### src/rtl/nfc_pkg.sv
// NFC command dispatch shared types: status codes, FSM states,
// queued command entry layout and the forced-fail status byte.
package nfc_pkg;

  localparam logic [1:0] ST_IDLE  = 2'b00;
  localparam logic [1:0] ST_BUSY  = 2'b01;
  localparam logic [1:0] ST_WAIT  = 2'b10;
  localparam logic [1:0] ST_READY = 2'b11;

  localparam logic [7:0] SR_FAIL = 8'h01;

  typedef enum logic [2:0] {
    S_IDLE,
    S_ISSUE,
    S_BUSY,
    S_WAIT,
    S_READY
  } state_t;

  typedef struct packed {
    logic [47:0] lba;
    logic [23:0] len;
    logic [15:0] opcode;
  } cmd_t;

  function automatic logic [1:0] st_code(input state_t s);
    logic [1:0] c;
    c = ST_IDLE;
    unique case (s)
      S_ISSUE: c = ST_BUSY;
      S_BUSY:  c = ST_BUSY;
      S_WAIT:  c = ST_WAIT;
      S_READY: c = ST_READY;
      default: c = ST_IDLE;
    endcase
    return c;
  endfunction

endpackage

### src/rtl/nfc_cmd_fifo.sv
// DEPTH x 88 command FIFO. Ports: clk/rst_n, push/din, pop/dout,
// count/empty, ovf_set (push refused because full before any pop).
module nfc_cmd_fifo #(
  parameter int DEPTH = 4
) (
  input  logic                     clk,
  input  logic                     rst_n,
  input  logic                     push,
  input  logic [87:0]              din,
  input  logic                     pop,
  output logic [87:0]              dout,
  output logic [$clog2(DEPTH):0]   count,
  output logic                     empty,
  output logic                     ovf_set
);

  localparam int AW = $clog2(DEPTH);
  localparam int CW = AW + 1;

  logic [87:0]   mem [DEPTH];
  logic [AW-1:0] wr_ptr;
  logic [AW-1:0] rd_ptr;
  logic [CW-1:0] cnt;
  logic          full;
  logic          do_push;
  logic          do_pop;

  assign full    = (cnt == CW'(DEPTH));
  assign empty   = (cnt == '0);
  // fullness is judged before a same-cycle pop frees a slot
  assign do_push = push && !full;
  assign do_pop  = pop && !empty;
  assign ovf_set = push && full;
  assign dout    = mem[rd_ptr];
  assign count   = cnt;

  always_ff @(posedge clk or negedge rst_n) begin
    if (!rst_n) begin
      wr_ptr <= '0;
      rd_ptr <= '0;
      cnt    <= '0;
    end else begin
      if (do_push) wr_ptr <= wr_ptr + AW'(1);
      if (do_pop)  rd_ptr <= rd_ptr + AW'(1);
      unique case ({do_push, do_pop})
        2'b10:   cnt <= cnt + CW'(1);
        2'b01:   cnt <= cnt - CW'(1);
        default: cnt <= cnt;
      endcase
    end
  end

  always_ff @(posedge clk) begin
    if (do_push) mem[wr_ptr] <= din;
  end

endmodule

### src/rtl/nfc_cmd_dispatch.sv
// Queues register-file commands and issues them one at a time to the
// NAND core, tracking bus phase and R/B# wait; reports o_sr_0/o_status_0.
module nfc_cmd_dispatch
  import nfc_pkg::*;
#(
  parameter int DEPTH          = 4,
  parameter int TWB_CYCLES     = 8,
  parameter int TIMEOUT_CYCLES = 1000000
) (
  input  logic                   S_AXI_ACLK,
  input  logic                   S_AXI_ARESETN,
  input  logic [47:0]            nfc_lba,
  input  logic [23:0]            nfc_len,
  input  logic [15:0]            nfc_opcode,
  input  logic                   nfc_valid,
  output logic                   cmd_valid,
  input  logic                   cmd_ready,
  output logic [47:0]            cmd_lba,
  output logic [23:0]            cmd_len,
  output logic [15:0]            cmd_opcode,
  input  logic                   ctrl_done,
  input  logic                   ctrl_sr_valid,
  input  logic [7:0]             ctrl_sr,
  input  logic                   rb_n,
  output logic [7:0]             o_sr_0,
  output logic [1:0]             o_status_0,
  output logic [$clog2(DEPTH):0] q_count,
  output logic                   ovf,
  output logic                   err_timeout,
  input  logic                   err_clr
);

  localparam logic [7:0]  TWB_LD   = 8'(TWB_CYCLES);
  localparam logic [23:0] TMO_LAST = 24'(TIMEOUT_CYCLES - 1);

  logic        clk;
  logic        rst_n;
  logic        rb_m;
  logic        rb_s;
  logic [87:0] f_dout;
  logic        f_empty;
  logic        f_ovf;
  cmd_t        head;
  state_t      state;
  state_t      state_d;
  logic [7:0]  twb_cnt;
  logic [7:0]  twb_d;
  logic [23:0] tmo_cnt;
  logic [23:0] tmo_d;
  logic        pop;
  logic        tmo_hit;
  logic        sr_take;

  assign clk   = S_AXI_ACLK;
  assign rst_n = S_AXI_ARESETN;
  assign head  = f_dout;

  nfc_cmd_fifo #(
    .DEPTH (DEPTH)
  ) u_fifo (
    .clk     (clk),
    .rst_n   (rst_n),
    .push    (nfc_valid),
    .din     ({nfc_lba, nfc_len, nfc_opcode}),
    .pop     (pop),
    .dout    (f_dout),
    .count   (q_count),
    .empty   (f_empty),
    .ovf_set (f_ovf)
  );

  always_ff @(posedge clk or negedge rst_n) begin
    if (!rst_n) begin
      rb_m <= 1'b1;
      rb_s <= 1'b1;
    end else begin
      rb_m <= rb_n;
      rb_s <= rb_m;
    end
  end

  // decoded from the state flop so reset drops it without an edge
  assign cmd_valid = (state == S_ISSUE);

  assign sr_take = ctrl_sr_valid &&
                   (state == S_BUSY || state == S_WAIT);

  always_comb begin
    state_d = state;
    twb_d   = twb_cnt;
    tmo_d   = tmo_cnt;
    pop     = 1'b0;
    tmo_hit = 1'b0;
    unique case (state)
      S_IDLE, S_READY: begin
        if (!f_empty) begin
          pop     = 1'b1;
          state_d = S_ISSUE;
        end
      end
      S_ISSUE: begin
        if (cmd_ready) state_d = S_BUSY;
      end
      S_BUSY: begin
        if (ctrl_done) begin
          state_d = S_WAIT;
          twb_d   = TWB_LD;
          tmo_d   = '0;
        end
      end
      S_WAIT: begin
        tmo_d = tmo_cnt + 24'd1;
        if (twb_cnt != 8'd0) twb_d = twb_cnt - 8'd1;
        // real completion beats a coincident timeout
        if (twb_cnt == 8'd0 && rb_s) begin
          state_d = S_READY;
        end else if (tmo_cnt == TMO_LAST) begin
          state_d = S_READY;
          tmo_hit = 1'b1;
        end
      end
      default: state_d = S_IDLE;
    endcase
  end

  always_ff @(posedge clk or negedge rst_n) begin
    if (!rst_n) begin
      state       <= S_IDLE;
      twb_cnt     <= '0;
      tmo_cnt     <= '0;
      o_status_0  <= ST_IDLE;
      o_sr_0      <= '0;
      cmd_lba     <= '0;
      cmd_len     <= '0;
      cmd_opcode  <= '0;
      ovf         <= 1'b0;
      err_timeout <= 1'b0;
    end else begin
      state      <= state_d;
      twb_cnt    <= twb_d;
      tmo_cnt    <= tmo_d;
      o_status_0 <= st_code(state_d);
      if (tmo_hit)      o_sr_0 <= SR_FAIL;
      else if (sr_take) o_sr_0 <= ctrl_sr;
      if (pop) begin
        cmd_lba    <= head.lba;
        cmd_len    <= head.len;
        cmd_opcode <= head.opcode;
      end
      if (f_ovf)        ovf <= 1'b1;
      else if (err_clr) ovf <= 1'b0;
      if (tmo_hit)      err_timeout <= 1'b1;
      else if (err_clr) err_timeout <= 1'b0;
    end
  end

endmodule

### config.mk
export PLATFORM = sky130hd
export DESIGN_NAME = nfc_cmd_dispatch
export DESIGN_NICKNAME = d
export VERILOG_FILES = /design/src/rtl/nfc_pkg.sv /design/src/rtl/nfc_cmd_fifo.sv /design/src/rtl/nfc_cmd_dispatch.sv
export SDC_FILE = /design/constraint.sdc
export NUM_CORES = 1
export LEC_CHECK = 0
export BUFFER_PORTS_ARGS = -buffer_cell sky130_fd_sc_hd__buf_2
export CORE_MARGIN = 1
export CORE_UTILIZATION = 55
export CTS_BUF_LIST = sky130_fd_sc_hd__clkbuf_2
export CTS_CLUSTER_DIAMETER = 50
export DETAILED_ROUTE_END_ITERATION = 10
export PLACE_DENSITY = 0.83
export SLEW_MARGIN = 20
export SYNTH_ARGS = -nofsm -noshare
export SYNTH_HDL_FRONTEND = slang
export SYNTH_SLANG_ARGS = --single-unit
### constraint.sdc
create_clock -name S_AXI_ACLK -period 3.6 [get_ports S_AXI_ACLK]
set_clock_uncertainty 0.1 [all_clocks]
set_input_delay 0.18 -clock S_AXI_ACLK [delete_from_list [all_inputs] [get_ports S_AXI_ACLK]]
set_output_delay 0.18 -clock S_AXI_ACLK [all_outputs]
set_load 0.1 [all_outputs]
Yosys cells after proc, flatten, opt, wreduce, memory -nomap -nowiden

Memories as Yosys holds them, arrays and structs flattened. A register that Yosys moved wholly into a read port is not among the register bits.
Cells that the tools add are included.

Memories: 1
Bits in writable memories: 352
Register bits: 56
Output and inout port bits: 104
Input bits: 104

Memory list:

| memory     | words | bits a word | rd ports | clocked after Yosys merged registers in | wr ports | line               | text |
|---|---|---|---|---|---|---|---|
| u_fifo.mem | 4     | 88          | 1        | 1                                       | 1        | nfc_cmd_fifo.sv:20 | `logic [87:0] mem [DEPTH];` |

Multiplexer cells: 25
Equal/unequal tests: 14
Reductions and logical operators: 22
Add/sub/neg operators: 6

Operators by type and width:

| operator                                               | number |
|---|---|
| one-hot mux 24 bit (2 select lines)                    | 1 |
| 2-to-1 mux 8 bit                                       | 4 |
| adder 24 x 1 -> 24 bit (second input constant)         | 1 |
| equality test 24 x 20 -> 1 bit (second input constant) | 1 |
| 2-to-1 mux 24 bit                                      | 1 |
| one-hot mux 8 bit (2 select lines)                     | 1 |
| 2-to-1 mux 3 bit                                       | 5 |
| equality test 3 x 2 -> 1 bit (second input constant)   | 4 |
| one-hot mux 3 bit (4 select lines)                     | 1 |
| 2-to-1 mux 1 bit                                       | 10 |
| nonzero test 2 bit                                     | 5 |
| equality test 3 bit (second input constant)            | 3 |
| logical NOT 8 bit                                      | 1 |
| nonzero test 8 bit                                     | 1 |
| subtractor 8 x 1 -> 8 bit (second input constant)      | 1 |
| equality test 3 x 1 -> 1 bit (second input constant)   | 2 |
| logical NOT 3 bit                                      | 2 |
| one-hot mux 2 bit (3 select lines)                     | 1 |
| one-hot mux 3 bit (2 select lines)                     | 1 |
| logical AND 1 bit                                      | 5 |
| adder 2 x 1 -> 2 bit (second input constant)           | 2 |
| OR reduction 2 bit                                     | 2 |
| adder 3 x 1 -> 3 bit (second input constant)           | 1 |
| logical NOT 1 bit                                      | 3 |
| 8 further kinds                                        | 8 |

Logic depth before layout (Yosys ltp)

Depth in word-level cells: 7
Gate-level depth with buffers: 12
Depth with buffers taken out: 9

By module

A second synthesis with hierarchy kept.

Cell total of the unflattened synthesis: 935
Area, all modules: 19,042.0 sq um

By module, submodules not included:

| module           | sequential area each (sq um) | area an instance (sq um) | instances | cells an instance |
|---|---|---|---|---|
| nfc_cmd_fifo     | 10,745.3                     | 13,216.4                 | 1         | 499 |
| nfc_cmd_dispatch | 3,430.8                      | 5,825.6                  | 1         | 436 |

Worst setup path before layout

OpenSTA, ideal clock, no wires.

Path type: reg-to-reg
From: register u_fifo.cnt[1] (netlist: u_fifo.count[1])
To: memory u_fifo.mem[0][0], enable pin
Setup slack: -0.549 ns
Arrival time: 3.592 ns
Stages on the path, launching flop included: 4
Cell sequence: dfrtp_1 nor2_1 a21boi_1 and2_1

Longest elaborated chain between the ends: 5

RTL lines:

| element                                | line               | text |
|---|---|---|
| start: declaration                     | nfc_cmd_fifo.sv:23 | `logic [CW-1:0] cnt;` |
| start signal: assignment               | nfc_cmd_fifo.sv:46 | `2'b10: cnt <= cnt + CW'(1);` |
| start signal: assignment               | nfc_cmd_fifo.sv:47 | `2'b01: cnt <= cnt - CW'(1);` |
| start signal: assignment               | nfc_cmd_fifo.sv:48 | `default: cnt <= cnt;` |
| equality test 3 bit                    | nfc_cmd_fifo.sv:28 | `assign full = (cnt == CW'(DEPTH));` |
| logical NOT 1 bit                      | nfc_cmd_fifo.sv:31 | `assign do_push = push && !full;` |
| logical AND 1 bit                      | nfc_cmd_fifo.sv:31 |  |
| 2-to-1 mux 1 bit                       | nfc_cmd_fifo.sv:54 | `if (do_push) mem[wr_ptr] <= din;` |
| 2-to-1 mux 1 bit (not written as such) | nfc_cmd_fifo.sv:54 |  |
| end: declaration                       | nfc_cmd_fifo.sv:20 |  |

Every way passes these cells.

Worst setup path after layout

From: register state[2]
To: register o_sr_0[0]

Longest elaborated chain between the ends: 4
Elaborated cells on any way between the ends: 7

RTL lines:

| element                                                | line                                           | text |
|---|---|---|
| start: declaration                                     | nfc_cmd_dispatch.sv:44                         | `state_t state;` |
| start signal: assignment                               | nfc_cmd_dispatch.sv:139                        | `state <= state_d;` |
| equality test 3 x 2 -> 1 bit, on equally long branches | nfc_cmd_dispatch.sv:86, nfc_cmd_dispatch.sv:94 |  |
| logical OR 1 bit                                       | nfc_cmd_dispatch.sv:86                         | `(state == S_BUSY \|\| state == S_WAIT);` |
| logical AND 1 bit                                      | nfc_cmd_dispatch.sv:85                         | `assign sr_take = ctrl_sr_valid &&` |
| nonzero test 2 bit (no line)                           | --                                             |  |
| end signal: assignment                                 | nfc_cmd_dispatch.sv:144                        | `else if (sr_take) o_sr_0 <= ctrl_sr;` |
| end: declaration                                       | nfc_cmd_dispatch.sv:25                         | `output logic [7:0] o_sr_0,` |

Parallel ways exist; a longest one is shown, timed or not.
A chain may end at the register's enable or synchronous reset.

==> results_dict.tcl <==
set metrics [dict create \
    status "completed" \
    clock_sinks 496 \
    syn_nets 1241 \
    grt_start_max_net_pins 91 \
    grt_usage_pct 25.2 \
    rows 67 \
    slew_violations 0 \
    crit_path_end "o_sr_0[0]$_DFFE_PN0P_" \
    final_layout_size_suffix_gt1_share_pct 29.9 \
    synth_area_per_cell_um2 16.7 \
    dieArea_um2 35000 \
    synth_common_cells "edfxtp_1 (352), nand2_1 (293), dfrtp_1 (142)" \
    fin_nets 1743 \
    clock_path_buffers 3 \
    synth_edf_count 352 \
    grt_pass1_vias 12750 \
    io_pins 208 \
    dp_hpwl_um 22500 \
    fillCellCount 2085 \
    drc 0 \
    slowest_stage "nor4_4" \
    cts_tree "yes" \
    min_period_over_period_pct 79.8 \
    start_util_pct 56.1 \
    yosysMostFrequentCell "edfxtp_1" \
    min_period_ns 2.87 \
    rr_worst_depth 5 \
    timing.rr.end "o_sr_0[0]$_DFFE_PN0P_" \
    worst_path_largest_cell_delay_ns 0.56 \
    vias_per_cell 5.41 \
    synth_simple_gate_area_share_pct 9.03 \
    ys_ff_latch 496 \
    rsz0062_at_grt "no" \
    grt_first_pass_wirelength_um 67400 \
    root_buffer "clkbuf_2" \
    synthesis.area_um2 18900 \
    wl_per_cell_um 19.5 \
    synth_xor_area_share_pct 0.279 \
    syn_to_final_growth_pct 26.4 \
    antenna_found_initial 6 \
    synthMuxAreaShare_pct 11.6 \
    drt-initial-drc-count 899 \
    max_freq_mhz 348 \
    cp_max_fo 12 \
    synth_sequential_area_ratio_pct 75.2 \
    synthArstFlopShare_pct 29.0 \
    vdd_drop_max_mv 0.966 \
    cts_resized 0 \
    synth_compound_area_share_pct 1.84 \
    synth.distinct_cells 61 \
    cp_cell_sequence "nand3b_1 -> a31o_2 -> nor4_4 -> a211o_1 -> dlygate4sd3_1" \
    setup_viol 0 \
    yosysWarnings 0 \
    fp.dieH_um 187 \
    clk_pin_slew_ns 0.12 \
    finalSetupTns_ns 0 \
    vias 11849 \
    synth_top_family_by_area "multiplexers" \
    r2r_start "state[2]$_DFF_PN0_" \
    port_buffers 207 \
    p_per_area_nw_per_um2 903 \
    hold_class "input port to register" \
    synthDominantCellAreaShare_pct 56.1 \
    cts_inserted_buffers 117 \
    final_util_pct 70.9 \
    hold_viol 0 \
    clk_latency_ns 1.05 \
    ant_nets 0 \
    die_x_um 187 \
    crit_path_end_kind "register" \
    place_congestion 0.864 \
    drt_first_pass_iters 7 \
    core_area_um2 33600 \
    tightest_slew_ns 1.16 \
    setup.worst_path.start_class "register" \
    crit_arrival_ns 3.69 \
    h-tree-depth 3 \
    grt-ovfl-total 0 \
    leakage_nw 9.71 \
    worstHoldStart "ctrl_done" \
    syn_inst 1128 \
    synth_area_leaders "edfxtp_1 (56%), dfrtp_1 (19%), mux4_2 (11%)" \
    critPathRequiredTime_ns 4.41 \
    r2r_slack_ns 0.73 \
    yosysTopAreaCell "edfxtp_1" \
    maxCapViolCount 0 \
    maxSlewHeadroom_pct 22.8 \
    synth-main-ff-cell "edfxtp_1" \
    wirelength_um 42700 \
    synthAdderAreaFrac_pct 0.637 \
    crit_start "state[2]$_DFF_PN0_" \
    critPathKind "register to register" \
]
-- layout make-up --
type                       count  area (µm²)  area share [%]
multi-input combinational    566        4420            18.5
sequential                   496       14200            59.5
inverter                      14        53.8           0.226
timing repair buffer         435        3410            14.3
antenna                        7        17.5          0.0735
tap                          448         561            2.35
clock inverter                53         344            1.44
clock buffer                 170         851            3.57
-- critical path, delay by kind of cell, from the launching register on --
kind / cells / cell delay, ns
AO/OA/AOI/OAI: 2 / 0.58
buffers and inverters: 1 / 0.55
flip-flops: 1 / 0.50
AND/OR/NAND/NOR: 2 / 1.04
-- what timing repair did --
action	in CTS	in global routing
hold endpoints to repair	709	0
setup buffers	0	0
hold buffers	214	0
-- worst min-delay path by stage --
stage / cells past startpoint / to / slack [ns]
2_1_floorplan: 0 / cmd_lba[0]$_DFFE_PN0P_ / -0.22
3_3_place_gp: 1 / twb_cnt[3]$_DFFE_PN0P_ / 0.17
3_5_place_dp: 1 / twb_cnt[3]$_DFFE_PN0P_ / 0.18
4_1_cts: 4 / u_fifo.wr_ptr[0]$_DFFE_PN0P_ / 0.04
5_1_grt: 5 / state[1]$_DFF_PN0_ / 0.02
6_report: 6 / twb_cnt[3]$_DFFE_PN0P_ / 0.16
-- registers in the layout, indices dropped and copies added, names as in the netlist, 3 cells and up --
signal / cells
u_fifo.count: 3
o_sr_0: 8
state: 3
tmo_cnt: 24
u_fifo.mem: 352
cmd_len: 24
cmd_lba: 48
cmd_opcode: 16
twb_cnt: 8
-- kinds of logic (layout without fill, tap and decap cells) --
family	after synthesis	in the layout
buffers and inverters	66	672
XOR/XNOR	6	6
flip-flops	496	496
AO/OA/AOI/OAI	55	55
AND/OR/NAND/NOR	388	388
adder cells (fa/ha/maj)	9	9
multiplexers	108	108
other	0	7
-- per-layer routing --
metal  GRT usage, %  share of wire [%]  up-vias
met5              0                  0        -
met4           10.4                2.6        0
met3           6.62                6.9       87
met2           43.6                 52      481
met1           30.2                 38     5968
li1               -                  -     5313
-- per-stage QoR --
| stage | power [mW] | setup WS [ns] | hold slack [ns] | area, µm² | std cells |
|---|---|---|---|---|---|
| 6_report | 21.5 | 0.729 | 0.157 | 23800 | 2189 |
| 5_1_grt | 22.5 | 0.615 | 0.0198 | 23800 | 2188 |
| 4_1_cts | 21.5 | 0.790 | 0.0365 | 23800 | 2182 |
| 3_5_place_dp | 17.5 | 1.09 | 0.177 | 20500 | 1745 |
| 3_3_place_gp | 17.2 | 1.13 | 0.170 | 20500 | 1745 |
| 2_1_floorplan | 15.5 | 0.405 | -0.216 | 18900 | 1128 |
-- power breakdown --
part           leakage [nW]  total (mW)  internal, mW  switching (mW)
combinational          3.80        9.12          2.40            6.73
clock                 0.869        3.85          1.60            2.25
sequential             5.04        8.55          7.65           0.900
-- cell usage in the layout, fill, tap and decap left out, types with 4 or more instances in the layout --
cell,netlist,layout
and2_4,0,4
nor2_1,20,20
nand4_1,11,11
clkinv_2,0,8
mux4_2,88,88
clkinv_1,0,37
nor3_1,5,5
buf_2,14,206
dfrtp_1,142,140
a21oi_1,6,6
xnor2_1,4,4
bufinv_16,0,4
and3_1,5,5
o21ai_0,22,22
edfxtp_1,352,352
nand3_1,10,10
mux2i_1,20,20
nor4_1,8,8
buf_4,1,6
dlygate4sd3_1,0,213
o31ai_1,7,7
clkbuf_2,0,170
inv_1,13,13
ha_1,8,8
nand2_1,293,293
diode_2,0,7
buf_12,0,8
(Power assumes the default switching activity.)
